## src/rtl/lemmings_fsm_array.sv

```systemverilog
// NUM_LEM independent Lemmings walker FSMs (walk/bump/fall/dig/splat), Moore outputs.
// Optional digging is built in only when LEMMINGS_DIG_EN is defined.
module lemmings_fsm_array #(
  parameter int NUM_LEM    = 4,
  parameter int FALL_LIMIT = 20,
  parameter int CNT_W      = 5
) (
  input  logic               clk,
  input  logic               areset,
  input  logic [NUM_LEM-1:0] bump_left,
  input  logic [NUM_LEM-1:0] bump_right,
  input  logic [NUM_LEM-1:0] ground,
  input  logic [NUM_LEM-1:0] dig,
  output logic [NUM_LEM-1:0] walk_left,
  output logic [NUM_LEM-1:0] walk_right,
  output logic [NUM_LEM-1:0] aaah,
  output logic [NUM_LEM-1:0] digging,
  output logic [NUM_LEM-1:0] splat
);

  typedef enum logic [2:0] {
    WALK_L = 3'd0,
    WALK_R = 3'd1,
    FALL_L = 3'd2,
    FALL_R = 3'd3,
`ifdef LEMMINGS_DIG_EN
    DIG_L  = 3'd4,
    DIG_R  = 3'd5,
`endif
    SPLAT  = 3'd6
  } state_t;

  localparam logic [CNT_W-1:0] CNT_MAX = '1;
  localparam logic [CNT_W-1:0] LIMIT   = CNT_W'(FALL_LIMIT);

`ifndef LEMMINGS_DIG_EN
  logic unused_dig;
  assign unused_dig = ^dig;
`endif

  for (genvar i = 0; i < NUM_LEM; i++) begin : g_lem
    state_t           state_q, state_d;
    logic [CNT_W-1:0] cnt_q, cnt_d;

    always_ff @(posedge clk or posedge areset) begin
      if (areset) begin
        state_q <= WALK_L;
        cnt_q   <= '0;
      end else begin
        state_q <= state_d;
        cnt_q   <= cnt_d;
      end
    end

    // cnt_d defaults to 0 so the counter only survives while falling
    always_comb begin
      state_d = state_q;
      cnt_d   = '0;
      case (state_q)
        WALK_L: begin
          if (!ground[i])         state_d = FALL_L;
`ifdef LEMMINGS_DIG_EN
          else if (dig[i])        state_d = DIG_L;
`endif
          else if (bump_left[i])  state_d = WALK_R;
        end
        WALK_R: begin
          if (!ground[i])         state_d = FALL_R;
`ifdef LEMMINGS_DIG_EN
          else if (dig[i])        state_d = DIG_R;
`endif
          else if (bump_right[i]) state_d = WALK_L;
        end
`ifdef LEMMINGS_DIG_EN
        DIG_L: if (!ground[i]) state_d = FALL_L;
        DIG_R: if (!ground[i]) state_d = FALL_R;
`endif
        FALL_L, FALL_R: begin
          if (ground[i]) begin
            if (cnt_q >= LIMIT)            state_d = SPLAT;
            else if (state_q == FALL_L)    state_d = WALK_L;
            else                           state_d = WALK_R;
          end else begin
            cnt_d = (cnt_q == CNT_MAX) ? cnt_q : cnt_q + 1'b1;
          end
        end
        SPLAT:   state_d = SPLAT;
        default: state_d = WALK_L;
      endcase
    end

    assign walk_left[i]  = (state_q == WALK_L);
    assign walk_right[i] = (state_q == WALK_R);
    assign aaah[i]       = (state_q == FALL_L) || (state_q == FALL_R);
    assign splat[i]      = (state_q == SPLAT);
`ifdef LEMMINGS_DIG_EN
    assign digging[i]    = (state_q == DIG_L) || (state_q == DIG_R);
`else
    assign digging[i]    = 1'b0;
`endif
  end

endmodule

```

## config.mk

```make
export PLATFORM = sky130hd
export DESIGN_NAME = lemmings_fsm_array
export DESIGN_NICKNAME = d
export VERILOG_FILES = /design/src/rtl/lemmings_fsm_array.sv
export SDC_FILE = /design/constraint.sdc
export NUM_CORES = 1
export LEC_CHECK = 0
export ABC_AREA = 1
export CORE_MARGIN = 2
export CORE_UTILIZATION = 30
export CTS_CLUSTER_SIZE = 40
export DETAILED_ROUTE_END_ITERATION = 12
export PLACE_DENSITY_LB_ADDON = 0.12
export SYNTH_ARGS = -nofsm -noshare
export SYNTH_HDL_FRONTEND = slang
export SYNTH_SLANG_ARGS = --single-unit
```

## constraint.sdc

```tcl
create_clock -name clk -period 3.27 [get_ports clk]
set_input_delay 0.654 -clock clk [delete_from_list [all_inputs] [get_ports clk]]
set_output_delay 0.654 -clock clk [all_outputs]
set_load 0.1 [all_outputs]
```

# --- Yosys cells after proc, flatten, opt, wreduce, memory -nomap -nowiden ---
# Cells that the tools add are included.
classes:
  n_addsub: 4
  mul: 0
  n_div: 0
  n_lt_le_gt_ge: 4
  n_eq_ne: 36
  shift: 0
  mux: 44
  bitwise: 0
  n_reduce_logical: 16
op_table:
  columns: ["op", "count"]
  rows:
  - ["$mux W3", 24]
  - ["$mux W5", 12]
  - ["$pmux W3 S4", 4]
  - ["$ne A3 B3 Y1 const B", 12]
  - ["$eq A3 B2 Y1 const B", 8]
  - ["$add A5 B1 Y5 const B", 4]
  - ["$eq A5 B5 Y1 const B", 4]
  - ["$ge A5 B5 Y1 const B", 4]
  - ["$eq A3 B1 Y1 const B", 4]
  - ["$eq A3 B3 Y1 const B", 4]
  - ["$logic_not A3 Y1", 4]
  - ["$reduce_and A3 Y1", 4]
  - ["$ne A2 B2 Y1 const B", 4]
  - ["$reduce_or A2 Y1", 4]
  - ["$logic_or A1 B1 Y1", 4]
  - ["$mux W1", 4]
word_totals:
  reg_bits: 32
  latchBits: 0
  ramBits: 0
  romBits: 0
  in_bits: 18
  out_inout_bits: 20
  n_memories: 0

# --- Logic depth before layout (Yosys ltp) ---
# Gate-level depths: netlist of run 1.
depth:
  depth_word: 5
  ltp_mapped: 8
  mapped_depth_nobuf: 8

# --- Worst setup path after synthesis of run 1 ---
# OpenSTA, ideal clock, no wires.
synth_path:
  kind: "reg2out"
  start: "register g_lem[2].state_q[2]"
  end: "output walk_left[2]"
  arrival_time_ns: 2.528
  required_ns: 2.616
  path_slack_ns: 0.088
  path_stages_with_launch: 2
  n_path_buf: 0
  path_cell_list: "dfrtp_1 nor3_1"
synth_via:
  elab_chain_len: 1
synth_rtl:
  columns: ["item", "line", "rtl"]
  rows:
  - ["start, declared", "42", "state_t state_q, state_d;"]
  - ["start signal, assigned", "50", "state_q <= state_d;"]
  - ["$logic_not A3 Y1", "92", "assign walk_left[i] = (state_q == WALK_L);"]
  - ["end, declared", "14", "output logic [NUM_LEM-1:0] walk_left,"]
# No other way between the ends.

# --- Final worst setup path of run 1 ---
layout_path:
  start: "register g_lem[3].state_q[2]"
  end: "output walk_left[3]"
layout_via:
  elab_chain_len: 1
layout_rtl:
  columns: ["item", "line"]
  rows:
  - ["start, declared", "42"]
  - ["start signal, assigned", "50"]
  - ["$logic_not A3 Y1", "92"]
# No other way between the ends.

==> impl_metrics.env, run 1 <==
export IMPL_grt_pass1_wl_um=6970
export IMPL_wl_um=3850
export IMPL_cts_resized=0
export IMPL_crit_arrival_ns=1.45
export IMPL_dpl_hpwl_um=2930
export IMPL_coreArea_um2=6720
export IMPL_final_max_slew_viol_count=0
export IMPL_setup_tns_ns=0
export IMPL_num_fill_cells=708
export IMPL_synth_cell_type_count=19
export IMPL_avgRoutedWirePerCell_um=9.51
export IMPL_wl_met1_um=1940
export IMPL_die_h_um=87.0
export IMPL_cts_htree_levels=2
export IMPL_path_max_fanout=6
export IMPL_syn_to_final_growth_pct=21.8
export IMPL_synth_cells=288
export IMPL_fin_crit_sh_pct=64.4
export IMPL_num_nets_final=354
export IMPL_track_usage_pct=11.3
export IMPL_chipWidth_um=87.0
export IMPL_overflow=0
export IMPL_root_buffer="clkbuf_8"
export IMPL_dr_max_layer_used="met4"
export IMPL_die_area_um2=7570
export IMPL_gp_congestion=0.816
export IMPL_ys_seq_area_share_pct=38.8
export IMPL_clk_pin_slew_ns=0.07
export IMPL_synth_seq_cells=32
export IMPL_cts_hold_fix_buffers=0
export IMPL_grt_antenna_before_repair=0
export IMPL_hp_class="reg -> reg"
export IMPL_clock_skew_ns=0.00554
export IMPL_port_buffers=29
export IMPL_dr_wl_met2_um=1720
export IMPL_period_needed_ns=2.11
export IMPL_p_per_area_nw_per_um2=781
export IMPL_max_freq_ghz=0.475
export IMPL_leakage_nw=1.34
export IMPL_post_cts_setup_buffer_count=0
export IMPL_max_cap_viol_count=0
export IMPL_firstDrtPassIters=4
export IMPL_cp_start_kind="flop"
export IMPL_insertion_delay_ns=0.28
export IMPL_drt_iter0_drc=64
export IMPL_num_rows=30
export IMPL_diodes=0
export IMPL_cts_buffer_depth=2
export IMPL_r2r_slack_ns=1.68
export IMPL_endpoint="walk_left[3]"
export IMPL_total_power_mw=1.96
export IMPL_cp_required_ns=2.62
export IMPL_antenna_left=0
export IMPL_crit_type="reg -> out"
export IMPL_rsz0062_at_grt="false"
export IMPL_vias=1804
export IMPL_viasPerCell=4.45
export IMPL_yosysWarnings=0
export IMPL_reg2regPathDepth=8
export IMPL_cts_sinks=32
export IMPL_hold_violations=0
export IMPL_endpoint_kind="output port"
export IMPL_cts_buffers=5
export IMPL_ir_worst_vdd_mv=0.377
export IMPL_fin_area_um2=2520
export IMPL_crit_start="g_lem[3].state_q[2]"
export IMPL_setup_viol=0
export IMPL_drc=0
export IMPL_grt_pass1_vias=1699
export IMPL_placed_area_um2=2400
export IMPL_start_util_pct=30.7
export IMPL_timing_rr_start="g_lem[1].cnt_q[0]"
export IMPL_syn_area_um2=2070
export IMPL_worst_r2r_endpoint="g_lem[1].cnt_q[3]"
export IMPL_drive_gt1_share_pct=12.6
export IMPL_postSynthAreaPerCell_um2=7.17
export IMPL_grt_max_degree=33
export IMPL_outcome="finished, final reports clean"
export IMPL_cts_tree="done"
export IMPL_io_pins=38
export IMPL_wl_met3_um=166
how the worst min path moves through the flow:
stage / end / cells after the start / slack, ns / startpoint
2_1_floorplan: g_lem[1].state_q[0] / 2 / 0.49 / g_lem[1].state_q[0]
3_3_place_gp: g_lem[3].cnt_q[3] / 2 / 0.51 / g_lem[3].cnt_q[3]
3_5_place_dp: g_lem[0].state_q[0] / 2 / 0.52 / g_lem[0].state_q[0]
6_report: g_lem[3].cnt_q[3] / 2 / 0.54 / g_lem[3].cnt_q[3]
4_1_cts: g_lem[0].state_q[0] / 2 / 0.54 / g_lem[0].state_q[0]
5_1_grt: g_lem[3].cnt_q[3] / 2 / 0.57 / g_lem[3].cnt_q[3]
cells by family (layout without fill, tap and decap cells):
kind of cell,after synthesis,in the layout,share of synthesized area (%)
and+or+nand+nor,168,168,37.7
adders and majority gates,12,12,7.27
xor gates and xnor gates,2,2,0.848
buffers and inverters,53,87,10.4
other,1,4,0.182
AOI/OAI and AO/OA,20,20,4.85
DFF,32,32,38.8
worst max-delay path, stage by stage, from the launching register on:
cell     delay (ns)
dfrtp_1        0.45
nor2_2         0.26
nand2_1        0.11
inv_1          0.07
buf_4          0.28
synth_stat cells:
library cell,n,area share (%)
inv_2,3,0.55
ha_1,12,7.3
dfrtp_1,32,39
nor2_2,4,1.2
nor3b_1,1,0.36
nand3_1,33,8.0
nand2_1,78,14
nor2_1,25,4.5
buf_4,4,1.5
nand2_4,4,2.2
a21oi_1,20,4.8
xor2_1,2,0.85
inv_1,46,8.4
nand3_2,1,0.48
nor3_1,12,2.9
conb_1,1,0.18
nand4_1,6,1.8
nor2_4,2,1.1
nor3_2,2,0.97
per-layer routing:
layer | up-vias | track usage [%]
li1 | 973 | -
met1 | 794 | 15.3
met2 | 33 | 17.7
met3 | 4 | 2.56
met4 | 0 | 4.26
met5 | - | 0
flip-flops by register name, summed over array words and instances, names as in the netlist:
register       count
g_lem.cnt_q       20
g_lem.state_q     12
cell type report:
cell class / count / area (um^2) / share of cell area, %
multi-input cells: 206 / 1060 / 42.2
flip-flops and latches: 32 / 801 / 31.8
repair buffers: 30 / 258 / 10.2
inverters: 49 / 184 / 7.31
well taps: 80 / 100 / 3.98
clock buffers: 5 / 68.8 / 2.73
clock inverters: 3 / 42.5 / 1.69
power by group:
| group | internal [mW] | total, mW | switching [mW] | leakage (nW) |
|---|---|---|---|---|
| logic | 0.234 | 1.06 | 0.826 | 0.851 |
| registers | 0.456 | 0.530 | 0.0745 | 0.432 |
| clock network | 0.225 | 0.374 | 0.149 | 0.0541 |
placed cells by master (no fill, tap or decap), drive strengths merged:
cell type and instances:
a21oi 20, buf 17, bufinv 1, clkbuf 5, clkdlybuf4s50 13, clkinv 1, clkinvlp 1, conb 4
dfrtp 32, ha 12, inv 49, nand2 82, nand3 34, nand4 6, nor2 31, nor3 14
nor3b 1, xor2 2
per-stage QoR:
step	instances	hold slack (ns)	utilization, %	setup slack, ns
global route	405	0.570	37.4	1.07
finish	405	0.538	37.4	1.16
global placement	397	0.512	35.8	1.40
detailed placement	397	0.521	35.8	1.40
floorplan	291	0.492	-	0.0885
CTS	405	0.539	37.4	1.16
No activity file was read; power rests on OpenSTA's default activity.
==> inputs of run 2 (changes only) <==
==> constraint.sdc (replaced) <==
create_clock -name clk -period 1.91 [get_ports clk]
set_input_delay 0.382 -clock clk [delete_from_list [all_inputs] [get_ports clk]]
set_output_delay 0.382 -clock clk [all_outputs]
set_load 0.1 [all_outputs]
==> run 2 against run 1 <==
Against the previous run: via count increased by 0.50%; sequential power increased by 75%; non-clock buffer count unchanged; combinational power increased by 110%; critical path type unchanged; clock power increased by 72%.
==> impl_metrics.env, run 2 (synthesized netlist as in run 1, its figures left out) <==
export IMPL_period_needed_ns=1.75
export IMPL_max_cap_viol_count=0
export IMPL_die_area_um2=7570
export IMPL_p_int_mw=1.89
export IMPL_setup_tns_ns=0
export IMPL_top_register="g_lem.cnt_q"
export IMPL_cts_buffers=5
export IMPL_cp_required_ns=1.53
export IMPL_cts_htree_levels=2
export IMPL_cts_buffer_depth=2
export IMPL_cts_sinks=32
export IMPL_num_nets_final=354
export IMPL_drc=0
export IMPL_setup_ws_ns=0.162
export IMPL_switching_share_pct=50.2
export IMPL_io_pins=38
export IMPL_drt_iter0_drc=126
export IMPL_p_clk_share_pct=17.0
export IMPL_holdWs_ns=0.491
export IMPL_p_sw_mw=1.90
export IMPL_p_per_area_nw_per_um2=1370
export IMPL_syn_to_final_growth_pct=33.6
export IMPL_pre_cts_ws_ns=0.318
export IMPL_ir_worst_vdd_mv=0.806
export IMPL_grt_antenna_before_repair=0
export IMPL_viasPerCell=4.48
export IMPL_grt_pass1_wl_um=7020
export IMPL_wl_um=3900
export IMPL_root_buffer="clkbuf_8"
export IMPL_start_util_pct=30.7
export IMPL_cp_cell_sequence="inv_1, nand3_1, inv_1, buf_12"
export IMPL_endpoint_kind="output port"
export IMPL_cp_start_kind="flop"
export IMPL_crit_arrival_ns=1.37
export IMPL_coreArea_um2=6720
export IMPL_avgRoutedWirePerCell_um=9.62
export IMPL_drive_gt1_share_pct=13.8
export IMPL_worst_r2r_endpoint="g_lem[0].cnt_q[3]"
export IMPL_num_fill_cells=670
export IMPL_vias=1813
export IMPL_firstDrtPassIters=4
export IMPL_port_buffers=29
export IMPL_rsz0062_at_grt="false"
export IMPL_timing_rr_start="g_lem[0].cnt_q[0]"
export IMPL_hp_class="in -> async"
export IMPL_post_cts_setup_buffer_count=0
export IMPL_chipWidth_um=87.0
export IMPL_leakage_nw=1.40
export IMPL_max_freq_ghz=0.572
export IMPL_reg2regPathDepth=8
export IMPL_cts_tree="done"
export IMPL_largest_reg_flops=20
export IMPL_dpl_hpwl_um=2930
export IMPL_clk_pin_slew_ns=0.07
export IMPL_num_rows=30
export IMPL_insertion_delay_ns=0.28
export IMPL_sequentialPowerShare_pct=24.5
export IMPL_die_h_um=87.0
export IMPL_track_usage_pct=11.3
export IMPL_grt_pass1_vias=1685
export IMPL_reg_top3="g_lem.cnt_q x20, g_lem.state_q x12"
export IMPL_hold_violations=0
export IMPL_gp_congestion=0.795
export IMPL_path_delay_family="buffers and inverters"
export IMPL_final_cell_mix="78 x nand2_1, 46 x inv_1, 33 x nand3_1, 32 x dfrtp_1, 25 x nor2_1"
export IMPL_layout_commonest_cell="nand2_1"
export IMPL_fin_crit_sh_pct=91.5
export IMPL_diodes=0
export IMPL_final_max_slew_viol_count=0
export IMPL_setup_viol=0
export IMPL_slowest_delay_ns=0.41
export IMPL_path_max_fanout=6
export IMPL_outcome="finished, final reports clean"
export IMPL_cpMostUsedCell="inv_1"
export IMPL_clock_skew_ns=0.00703
export IMPL_antenna_left=0
export IMPL_critPathBufInv=3
export IMPL_r2r_slack_ns=0.29
export IMPL_pwr_share_comb_pct=58.5
export IMPL_grt_max_degree=33
export IMPL_overflow=0
export IMPL_crit_type="reg -> out"
export IMPL_slowest_stage="dfrtp_1"
[run 2: changes by cell type in the layout (fill, tap and decap cells not counted)]
cell / delta
nor3_4: +3
nor3_1: -4
buf_12: +16
nor2_2: -1
nor3_2: +1
nor2_4: +1
buf_4: -16
[run 2: tightest hold or removal path, stage by stage]
cell and delay [ns]:
clkdlybuf4s50_1 0.40, inv_1 0.05, buf_4 0.36
[run 2: cell type report]
type / instances / area [um^2] / share of cell area (%)
Multi-Input combinational cell: 206 / 1110 / 40.1
Clock inverter: 3 / 42.5 / 1.54
Inverter: 49 / 184 / 6.66
Sequential cell: 32 / 801 / 29.0
Clock buffer: 5 / 68.8 / 2.49
Timing Repair Buffer: 30 / 458 / 16.6
Tap cell: 80 / 100 / 3.63
[run 2: worst max path at each step]
stage	start	to	depth (start not counted)
after global routing	g_lem[3].state_q[0]	splat[3]	4
after floorplan	g_lem[2].state_q[2]	walk_left[2]	1
final	g_lem[1].state_q[0]	splat[1]	4
after detailed placement	g_lem[1].cnt_q[0]	g_lem[1].cnt_q[3]	8
after CTS	g_lem[3].state_q[2]	walk_left[3]	4
after global placement	g_lem[0].cnt_q[0]	g_lem[0].cnt_q[3]	8
[run 2: layer usage]
layer	track usage, %	routed length (um)
met1	14.6	1920
met2	18.5	1820
met3	2.65	122
met4	3.41	37
met5	0	0
[run 2: metrics by stage]
| stage | std cells | power [mW] | area [um^2] | utilization [%] |
|---|---|---|---|---|
| after floorplan | 291 | 2.45 | 2120 | - |
| after global placement | 397 | 3.17 | 2640 | 39.3 |
| after detailed placement | 397 | 3.16 | 2640 | 39.3 |
| after CTS | 405 | 3.82 | 2760 | 41.0 |
| after global routing | 405 | 4.02 | 2760 | 41.1 |
| final | 405 | 3.79 | 2760 | 41.1 |
[run 2: power groups by stage]
stage / Sequential (mW) / Clock, mW / Combinational (mW)
final: 0.926 / 0.645 / 2.22
after global routing: 0.950 / 0.700 / 2.37
after CTS: 0.923 / 0.670 / 2.23
after detailed placement: 0.935 / 0 / 2.23
after global placement: 0.937 / 0 / 2.23
after floorplan: 0.908 / 0 / 1.55
[run 2: repair_timing]
item,4_1_cts,5_1_grt
hold endpoints to repair,0,0
hold buffers,0,0
setup endpoints to repair,0,1
resized for setup,0,1
